===== src/rtl/uart_cpu_pkg.sv =====
// Shared types for the UART/CPU bridge: FSM state encoding, default command codes, byte-count helper.
// No logic, no latency, no flow control.
package uart_cpu_pkg;

   typedef enum logic [2:0] {
      ST_IDLE    = 3'd0,
      ST_RUN     = 3'd1,
      ST_LOAD    = 3'd2,
      ST_SEND    = 3'd3,
      ST_WAIT_TX = 3'd4
   } state_t;

   localparam logic [7:0] CMD_START_DEF  = 8'h01;
   localparam logic [7:0] CMD_RESET_DEF  = 8'h02;
   localparam logic [7:0] CMD_RESEND_DEF = 8'h03;

   function automatic int byte_count(input int w, input int nbit);
      return (w + nbit - 1) / nbit;
   endfunction

endpackage


===== src/rtl/edge_detect.sv =====
// Rising-edge detector: o_rise is combinational (same cycle as i_sig rising), no backpressure.
// Registered copy clears to 0 on reset, so a level already high after reset reads as an edge.
module edge_detect (
   input  logic i_clk,
   input  logic i_reset,
   input  logic i_sig,
   output logic o_rise
);

   logic r_prev;

   always_ff @(posedge i_clk or posedge i_reset) begin
      if (i_reset) r_prev <= 1'b0;
      else         r_prev <= i_sig;
   end

   assign o_rise = i_sig & ~r_prev;

endmodule


===== src/rtl/uart_cpu_bridge.sv =====
// UART command decoder / CPU result streamer; cmd->cpu_start 1 cycle, byte-to-byte paced by tx_done (2 cycles).
// RX commands arriving while busy are dropped and flag rx_overrun. Macro UART_CPU_BRIDGE_CHECKSUM_EN appends an XOR byte.
module uart_cpu_bridge
   import uart_cpu_pkg::*;
#(
   parameter int NBIT_DATA_LEN = 8,
   parameter int LEN_ACC       = 16,
   parameter int LEN_CLK       = 16,
   parameter logic [NBIT_DATA_LEN-1:0] CMD_START  = NBIT_DATA_LEN'(CMD_START_DEF),
   parameter logic [NBIT_DATA_LEN-1:0] CMD_RESET  = NBIT_DATA_LEN'(CMD_RESET_DEF),
   parameter logic [NBIT_DATA_LEN-1:0] CMD_RESEND = NBIT_DATA_LEN'(CMD_RESEND_DEF)
) (
   input  logic                     i_clk,
   input  logic                     i_reset,
   input  logic                     i_rx_done_tick,
   input  logic [NBIT_DATA_LEN-1:0] i_rx_data_in,
   input  logic                     i_tx_done_tick,
   input  logic                     i_cpu_done,
   input  logic [LEN_ACC-1:0]       i_in_acc,
   input  logic [LEN_CLK-1:0]       i_in_clk_count,
   output logic                     o_cpu_start,
   output logic                     o_cpu_reset,
   output logic                     o_tx_start,
   output logic [NBIT_DATA_LEN-1:0] o_data_out,
   output logic                     o_busy,
   output logic                     o_rx_overrun
);

   localparam int ACC_BYTES = byte_count(LEN_ACC, NBIT_DATA_LEN);
   localparam int CLK_BYTES = byte_count(LEN_CLK, NBIT_DATA_LEN);
   localparam int N_DATA    = ACC_BYTES + CLK_BYTES;
`ifdef UART_CPU_BRIDGE_CHECKSUM_EN
   localparam int LAST_IDX  = N_DATA;
`else
   localparam int LAST_IDX  = N_DATA - 1;
`endif
   localparam int IDX_W     = (LAST_IDX > 0) ? $clog2(LAST_IDX + 1) : 1;
   localparam logic [IDX_W-1:0] IDX_LAST = IDX_W'(LAST_IDX);

   logic                              w_rx_evt;
   logic                              w_tx_evt;
   logic [ACC_BYTES*NBIT_DATA_LEN-1:0] w_acc_pad;
   logic [CLK_BYTES*NBIT_DATA_LEN-1:0] w_clk_pad;
   logic [NBIT_DATA_LEN-1:0]          w_byte;
   logic [NBIT_DATA_LEN-1:0]          w_load_byte;

   state_t                            r_state;
   logic [N_DATA*NBIT_DATA_LEN-1:0]   r_snap;
   logic [IDX_W-1:0]                  r_idx;

   edge_detect u_rx_edge (.i_clk(i_clk), .i_reset(i_reset), .i_sig(i_rx_done_tick), .o_rise(w_rx_evt));
   edge_detect u_tx_edge (.i_clk(i_clk), .i_reset(i_reset), .i_sig(i_tx_done_tick), .o_rise(w_tx_evt));

   always_comb begin
      w_acc_pad = '0;
      w_acc_pad[LEN_ACC-1:0] = i_in_acc;
      w_clk_pad = '0;
      w_clk_pad[LEN_CLK-1:0] = i_in_clk_count;
      w_byte = '0;
      for (int i = 0; i < N_DATA; i++) begin
         if (r_idx == IDX_W'(i)) w_byte = r_snap[i*NBIT_DATA_LEN +: NBIT_DATA_LEN];
      end
   end

`ifdef UART_CPU_BRIDGE_CHECKSUM_EN
   logic [NBIT_DATA_LEN-1:0] r_xor;

   // Index one past the data bytes selects the running XOR instead of the snapshot.
   assign w_load_byte = (r_idx == IDX_LAST) ? r_xor : w_byte;

   always_ff @(posedge i_clk or posedge i_reset) begin
      if (i_reset) begin
         r_xor <= '0;
      end else if ((r_state == ST_IDLE && w_rx_evt && i_rx_data_in == CMD_RESEND) ||
                   (r_state == ST_RUN && i_cpu_done && !o_cpu_start)) begin
         r_xor <= '0;
      end else if (r_state == ST_LOAD && r_idx != IDX_LAST) begin
         r_xor <= r_xor ^ w_byte;
      end
   end
`else
   assign w_load_byte = w_byte;
`endif

   assign o_busy = (r_state != ST_IDLE);

   always_ff @(posedge i_clk or posedge i_reset) begin
      if (i_reset) begin
         r_state      <= ST_IDLE;
         r_snap       <= '0;
         r_idx        <= '0;
         o_cpu_start  <= 1'b0;
         o_cpu_reset  <= 1'b0;
         o_tx_start   <= 1'b0;
         o_data_out   <= '0;
         o_rx_overrun <= 1'b0;
      end else begin
         o_cpu_start <= 1'b0;
         o_cpu_reset <= 1'b0;
         o_tx_start  <= 1'b0;
         if (w_rx_evt && r_state != ST_IDLE) o_rx_overrun <= 1'b1;
         case (r_state)
            ST_IDLE: begin
               if (w_rx_evt) begin
                  if (i_rx_data_in == CMD_START) begin
                     o_cpu_start <= 1'b1;
                     r_state     <= ST_RUN;
                  end else if (i_rx_data_in == CMD_RESET) begin
                     o_cpu_reset  <= 1'b1;
                     o_rx_overrun <= 1'b0;
                  end else if (i_rx_data_in == CMD_RESEND) begin
                     r_idx   <= '0;
                     r_state <= ST_LOAD;
                  end
               end
            end
            ST_RUN: begin
               // cpu_done is ignored while the start pulse is still on the wire.
               if (i_cpu_done && !o_cpu_start) begin
                  r_snap  <= {w_clk_pad, w_acc_pad};
                  r_idx   <= '0;
                  r_state <= ST_LOAD;
               end
            end
            ST_LOAD: begin
               o_data_out <= w_load_byte;
               o_tx_start <= 1'b1;
               r_state    <= ST_SEND;
            end
            ST_SEND: r_state <= ST_WAIT_TX;
            ST_WAIT_TX: begin
               if (w_tx_evt) begin
                  if (r_idx == IDX_LAST) begin
                     r_state <= ST_IDLE;
                  end else begin
                     r_idx   <= r_idx + 1'b1;
                     r_state <= ST_LOAD;
                  end
               end
            end
            default: r_state <= ST_IDLE;
         endcase
      end
   end

endmodule


===== config.mk =====
export PLATFORM = sky130hd
export DESIGN_NAME = uart_cpu_bridge
export DESIGN_NICKNAME = d
export VERILOG_FILES = /design/src/rtl/uart_cpu_pkg.sv /design/src/rtl/edge_detect.sv /design/src/rtl/uart_cpu_bridge.sv
export SDC_FILE = /design/constraint.sdc
export NUM_CORES = 1
export LEC_CHECK = 0
export BUFFER_PORTS_ARGS = -buffer_cell sky130_fd_sc_hd__buf_4
export CORE_MARGIN = 2
export CORE_UTILIZATION = 48
export CTS_CLUSTER_SIZE = 8
export DETAILED_ROUTE_END_ITERATION = 12
export GPL_ROUTABILITY_DRIVEN = 0
export PLACE_DENSITY = 0.75
export SLEW_MARGIN = 0
export SYNTH_ARGS = -nofsm -noshare
export SYNTH_HDL_FRONTEND = slang
export SYNTH_SLANG_ARGS = --single-unit

===== constraint.sdc =====
create_clock -name i_clk -period 1.4 [get_ports i_clk]
set_input_delay 0.28 -clock i_clk [delete_from_list [all_inputs] [get_ports i_clk]]
set_output_delay 0.28 -clock i_clk [all_outputs]
set_load 0.01 [all_outputs]

==> results of run 1 <==
==> final cells by class <==
type	instances	area [sq um]	area share (%)
clock buffer	6	82.6	2.31
clock inverter	2	35.0	0.981
inverter	6	28.8	0.806
multi-input combinational	124	1340	37.4
sequential	51	1280	35.8
tap	70	87.6	2.45
timing repair buffer	83	722	20.2
==> per-layer routing <==
metal,vias up,share of wire [%],global-route usage (%)
met1,909,41,25.6
met5,-,0,0
met2,58,53,34.4
met4,0,1.6,3.82
li1,865,-,-
met3,11,4.1,3.67
==> Yosys cell counts, drive strengths merged (4+ instances only) <==
cell	n
a221oi	8
buf	6
clkbuf	4
dfrtp	51
ha	4
inv	6
mux2	32
nand2	10
nor2	5
nor2b	16
o21a	8
o21ai	5
o311ai	8
==> cell families after synthesis <==
logic type                 share of synthesized area [%]
AOI/OAI and AO/OA                                   12.0
adders and majority gates                           2.01
buffers and inverters                               3.47
DFF                                                 51.2
muxes                                               19.0
and+or+nand+nor                                     12.3
==> timing repair <==
item	CTS	global route
buffers inserted	6	4
hold endpoints to repair	10	0
endpoints found under the setup margin	46	47
hold buffers	1	0
pin swaps	6	4
gates resized for setup	32	24
==> power by group through the flow <==
| stage | logic (W) | clock network [W] | registers (W) |
|---|---|---|---|
| final | 0.00184 | 0.00106 | 0.00228 |
| after global routing | 0.00199 | 0.00113 | 0.00232 |
| after CTS | 0.00175 | 0.00107 | 0.00227 |
| after detailed placement | 0.00160 | 0 | 0.00226 |
| after global placement | 0.00156 | 0 | 0.00226 |
| after floorplan | 0.00101 | 0 | 0.00220 |
==> worst min-delay path by stage <==
stage	startpoint	endpoint	slack, ns
CTS	i_rx_done_tick	u_rx_edge.r_prev	0.09
detailed placement	i_reset	u_tx_edge.r_prev	0.26
global route	i_rx_done_tick	u_rx_edge.r_prev	0.08
global placement	i_reset	u_tx_edge.r_prev	0.25
floorplan	i_rx_done_tick	u_rx_edge.r_prev	0.31
finish	i_rx_done_tick	u_rx_edge.r_prev	0.09
==> through the flow <==
step | power (W) | instance area [sq um]
3_5_place_dp | 0.00386 | 3150
2_1_floorplan | 0.00321 | 2550
5_1_grt | 0.00543 | 3570
4_1_cts | 0.00509 | 3440
6_report | 0.00518 | 3570
3_3_place_gp | 0.00382 | 3150
==> worst register-to-register path, delay by kind of cell, from the launching register on <==
family,cells,cell delay [ns]
AOI/OAI and AO/OA,3,0.52
DFF,1,0.47
adders and majority gates,1,0.22
buffers and inverters,1,0.15
and+or+nand+nor,1,0.13
==> flip-flops by register name, summed over array words and instances (netlist names), 2 cells and up <==
name,flops
r_snap,32
o_data_out,8
r_idx,2
r_state,3
==> flow_summary.ini, run 1 <==
[synth]
synth_top_cell_by_area = dfrtp_1
synth-edff-count = 0
synth.distinct_cells = 38
synth_top_area_share_pct = 51.2
netlist_instances = 191
yosys_most_used_dff = dfrtp_1
async_flop_share_pct = 100
ys_warn_count = 0
ys_seq_area_share_pct = 51.2
synth_area_per_cell_sq_um = 13.0
netlist_area_sq_mm = 0.00249
synth_area_leaders = dfrtp_1, mux2_4, nor2b_1
syn_nets = 240
postSynthRegisterBits = 51

[sta]
clock_skew_ns = 0.00763
fin_crit_ns = 1.54
tightest_slew_ns = 0.331
tns_ns = -4.60
fin_crit_sh_pct = 110
finalSetupViolations = 45
final.setup.worst_slack_ns = -0.135
rsz0062_at_grt = true
maxSlewHeadroom_pct = 77.7
hold_viol = 0
fmax_mhz = 651
fin_hold_ws_ns = 0.0866
slew_violations = 0

[floorplanning]
chipWidth_um = 76.0
core_sq_mm = 0.00504
die_h_um = 76.0
die-area_sq_mm = 0.00578
start_util_pct = 49.4
io_pins = 58
num_rows = 26

[placement]
place_ws_ns = -0.223
hpwl_um = 3890
dp.cells = 323
numPortBuffers = 57

[setup_path]
end_kind = output pin
worstPathMaxFanout = 5
cp-start-kind = flip-flop
worst_path_max_delay_cell = dfrtp_2
max_stage_delay_ns = 0.45
crit_family = flip-flops
cp_num_buf_inv = 3
rr_worst_depth = 6
crit_type = reg2out
regToRegEndpoint = o_data_out[2]
crit_chain = buf_6, nor3_4, inv_2, buf_6
cp.depth = 4
timing.rr.start = r_idx[0]
cp-endpoint = o_busy
cp.required_ns = 1.12
worstPathArrival_ns = 1.26
crit_start = r_state[1]
cp_common_cell = buf_6
rrSetupSlack_ns = -0.13

[cells_and_area]
mostFrequentLayoutCell = buf_4
syn_to_final_growth_pct = 43.3
fillers = 338
drive_gt1_share_pct = 58.8
diodes = 0
fin_util_pct = 70.8
final_cell_mix = buf_4, dfrtp_1, mux2_4, nor2b_1, nand2_1
nets = 320
final_cells = 342

[clock_network]
root_buffer = clkbuf_8
cts_tree = done
path_clk_slew_ns = 0.09
cts_buffer_depth = 2
htree_levels = 2
cts.sinks = 51
cts_buffers = 5
clk_latency_ns = 0.30

[global_route]
overflow = 0
grt_max_degree = 42
grt_pass1_vias = 1793
grt_pass1_wl_um = 9010
antenna_found_initial = 0
grt_usage_pct = 19.6

[power]
swShare_pct = 29.8
vdd_drop_max_v = 0.000935
p_int_w = 0.00363
power.switching_w = 0.00154
combPwrFrac_pct = 35.6
clkPwrFrac_pct = 20.4
p_leak_nw = 1.77
power_per_cell_area_mw_per_mm2 = 1450
seqPwrFrac_pct = 44.0

[worst_hold_path]
hp-class = in2reg
worstHoldPathCells = 1

[detailed_routing]
wl_um = 5860
first_iter_violations = 125
vias = 1843
firstDrtPassIters = 4
vias_per_cell = 5.39
remaining_drc_errors = 0
antenna_left = 0
wl_per_cell_um = 17.1

[run_status]
status = finished with violations
violations = negative setup slack

[flow_run]
drv_cap = 0
Power figures use the tool's default switching activity.
==> run 2: changes to the inputs <==
- GPL_TIMING_DRIVEN: default -> 0
==> run 2 against run 1 <==
The run still ends with negative setup slack left; global-route usage rose by 2.3 points; total power rose by 1.1%; cell count fell by 0.29%; sequential power barely moved; die area did not move; clock skew fell by 0.0017 ns; cell area rose by 1.4%; clock-buffer cell count did not move; non-clock buffer count did not move; utilization rose by 1.0 points; largest cell class unchanged; highest routed layer unchanged.
==> flow_summary.ini, run 2 (synthesis results as in run 1) <==
[cells_and_area]
largest_register = r_snap
final_cell_mix = buf_4, dfrtp_1, mux2_4, nor2b_1, nand2_1
reg_top3 = r_snap x32, o_data_out x8, r_state x3
fillers = 330
diodes = 0
multi_input_area_sq_mm = 0.00138
fin_util_pct = 71.8
drive_gt1_share_pct = 60.5
mostFrequentLayoutCell = buf_4
nets = 320
syn_to_final_growth_pct = 45.4
seq_area_sq_mm = 0.00128
final_cells = 341
largest_reg_flops = 32

[placement]
dp.cells = 318
numPortBuffers = 57
hpwl_um = 3810

[setup_path]
crit_type = reg2reg
end_kind = flip-flop
cp-start-kind = flip-flop
worstPathMaxFanout = 8
cp.required_ns = 1.65
worstPathArrival_ns = 1.85

[global_route]
grt_usage_pct = 21.9
antenna_found_initial = 0
grt_max_degree = 52
grt_pass1_vias = 1926
grt_pass1_wl_um = 9890
overflow = 0

[power]
vdd_drop_max_v = 0.000728
power_per_cell_area_mw_per_mm2 = 1450
p_leak_nw = 1.77

[detailed_routing]
m1WireLength_um = 2600
first_iter_violations = 85
vias_per_cell = 5.46
wl_met3_um = 249
firstDrtPassIters = 4
wl_um = 6260
vias = 1863
remaining_drc_errors = 0
wl_per_cell_um = 18.3
antenna_left = 0
top_layer = met4
met2WireLength_um = 3260

[run_status]
violations = negative setup slack
status = finished with violations

[clock_network]
cts_buffers = 5
holdBufCountCts = 0
cts_tree = done
clk_latency_ns = 0.31
cts.sinks = 51
root_buffer = clkbuf_8
cts_buffer_depth = 2
path_clk_slew_ns = 0.09
htree_levels = 2

[sta]
slew_violations = 0
fmax_mhz = 625
finalSetupViolations = 46
final.setup.worst_slack_ns = -0.199
clock_skew_ns = 0.00588
maxSlewHeadroom_pct = 26.7
rsz0062_at_grt = true
tightest_slew_ns = 1.10
fin_crit_sh_pct = 114
fin_crit_ns = 1.60
hold_viol = 0

[floorplanning]
start_util_pct = 49.4
chipWidth_um = 76.0
io_pins = 58
die-area_sq_mm = 0.00578
core_sq_mm = 0.00504
num_rows = 26
die_h_um = 76.0

[flow_run]
drv_cap = 0

[worst_hold_path]
hp-class = in2reg
run 2: cell count changes in the layout (fill, tap and decap cells not counted), sizes merged:
cell and delta:
dlygate4sd3 -1, clkbuf +4, bufinv -1, buf -3
run 2: layer usage:
| layer | vias to the layer above | global-route usage, % |
|---|---|---|
| li1 | 855 | - |
| met1 | 935 | 27.4 |
| met2 | 56 | 37.7 |
| met3 | 17 | 4.15 |
| met4 | 0 | 8.73 |
| met5 | - | 0 |
run 2: where the power goes:
part	internal [W]	total, W	switching (W)	leakage (nW)
Sequential	0.00192	0.00225	0.000334	0.661
Combinational	0.00126	0.00210	0.000839	1.06
Clock	0.000389	0.000880	0.000491	0.0470
Total	0.00357	0.00524	0.00166	1.77
run 2: stage by stage:
| stage | hold slack (ns) | total power (W) | setup TNS [ns] | instance area [sq um] | setup WS [ns] |
|---|---|---|---|---|---|
| finish | 0.0809 | 0.00524 | -4.55 | 3620 | -0.199 |
| global route | 0.0744 | 0.00548 | -7.66 | 3620 | -0.244 |
| CTS | 0.0789 | 0.00501 | -4.44 | 3470 | -0.136 |
| detailed placement | 0.402 | 0.00379 | -5.79 | 3070 | -0.327 |
| global placement | 0.400 | 0.00374 | -5.50 | 3070 | -0.279 |
| floorplan | 0.311 | 0.00321 | -0.0788 | 2550 | -0.0112 |
run 2: path summary, 6_finish.rpt:
| check | startpoint | to | slack (ns) | depth (start not counted) |
|---|---|---|---|---|
| min reg2reg | o_data_out[2] | o_data_out[2] | 0.50 | 1 |
| max reg2reg | r_idx[1] | o_data_out[2] | -0.20 | 6 |
| min in group asynchronous | i_reset | r_snap[6] | 0.22 | 2 |
| min | i_rx_done_tick | u_rx_edge.r_prev | 0.08 | 1 |
| max | r_idx[1] | o_data_out[2] | -0.20 | 6 |
| max in group asynchronous | i_reset | r_state[1] | 0.54 | 2 |
run 2: layout make-up:
| class | instances | share of cell area [%] |
|---|---|---|
| Multi-Input combinational cell | 124 | 38.2 |
| Sequential cell | 51 | 35.4 |
| Timing Repair Buffer | 74 | 16.8 |
| Buffer | 9 | 3.97 |
| Tap cell | 70 | 2.42 |
| Clock buffer | 6 | 2.28 |
| Inverter | 6 | 0.794 |
| Clock inverter | 1 | 0.138 |
run 2: repair_timing:
| item | CTS | global route |
|---|---|---|
| setup buffers | 7 | 8 |
| endpoints found under the hold margin | 0 | 0 |
| setup endpoints to repair | 43 | 45 |
| resized for setup | 54 | 18 |
| gates cloned | 2 | 0 |
| pin swaps | 14 | 11 |
run 2: critical path, cell delays in order (launching register included):
cell and delay (ns):
dfrtp_2 0.46, buf_6 0.13, ha_4 0.18, clkbuf_16 0.17, nor2b_1 0.13, o311ai_1 0.31, o21a_1 0.16
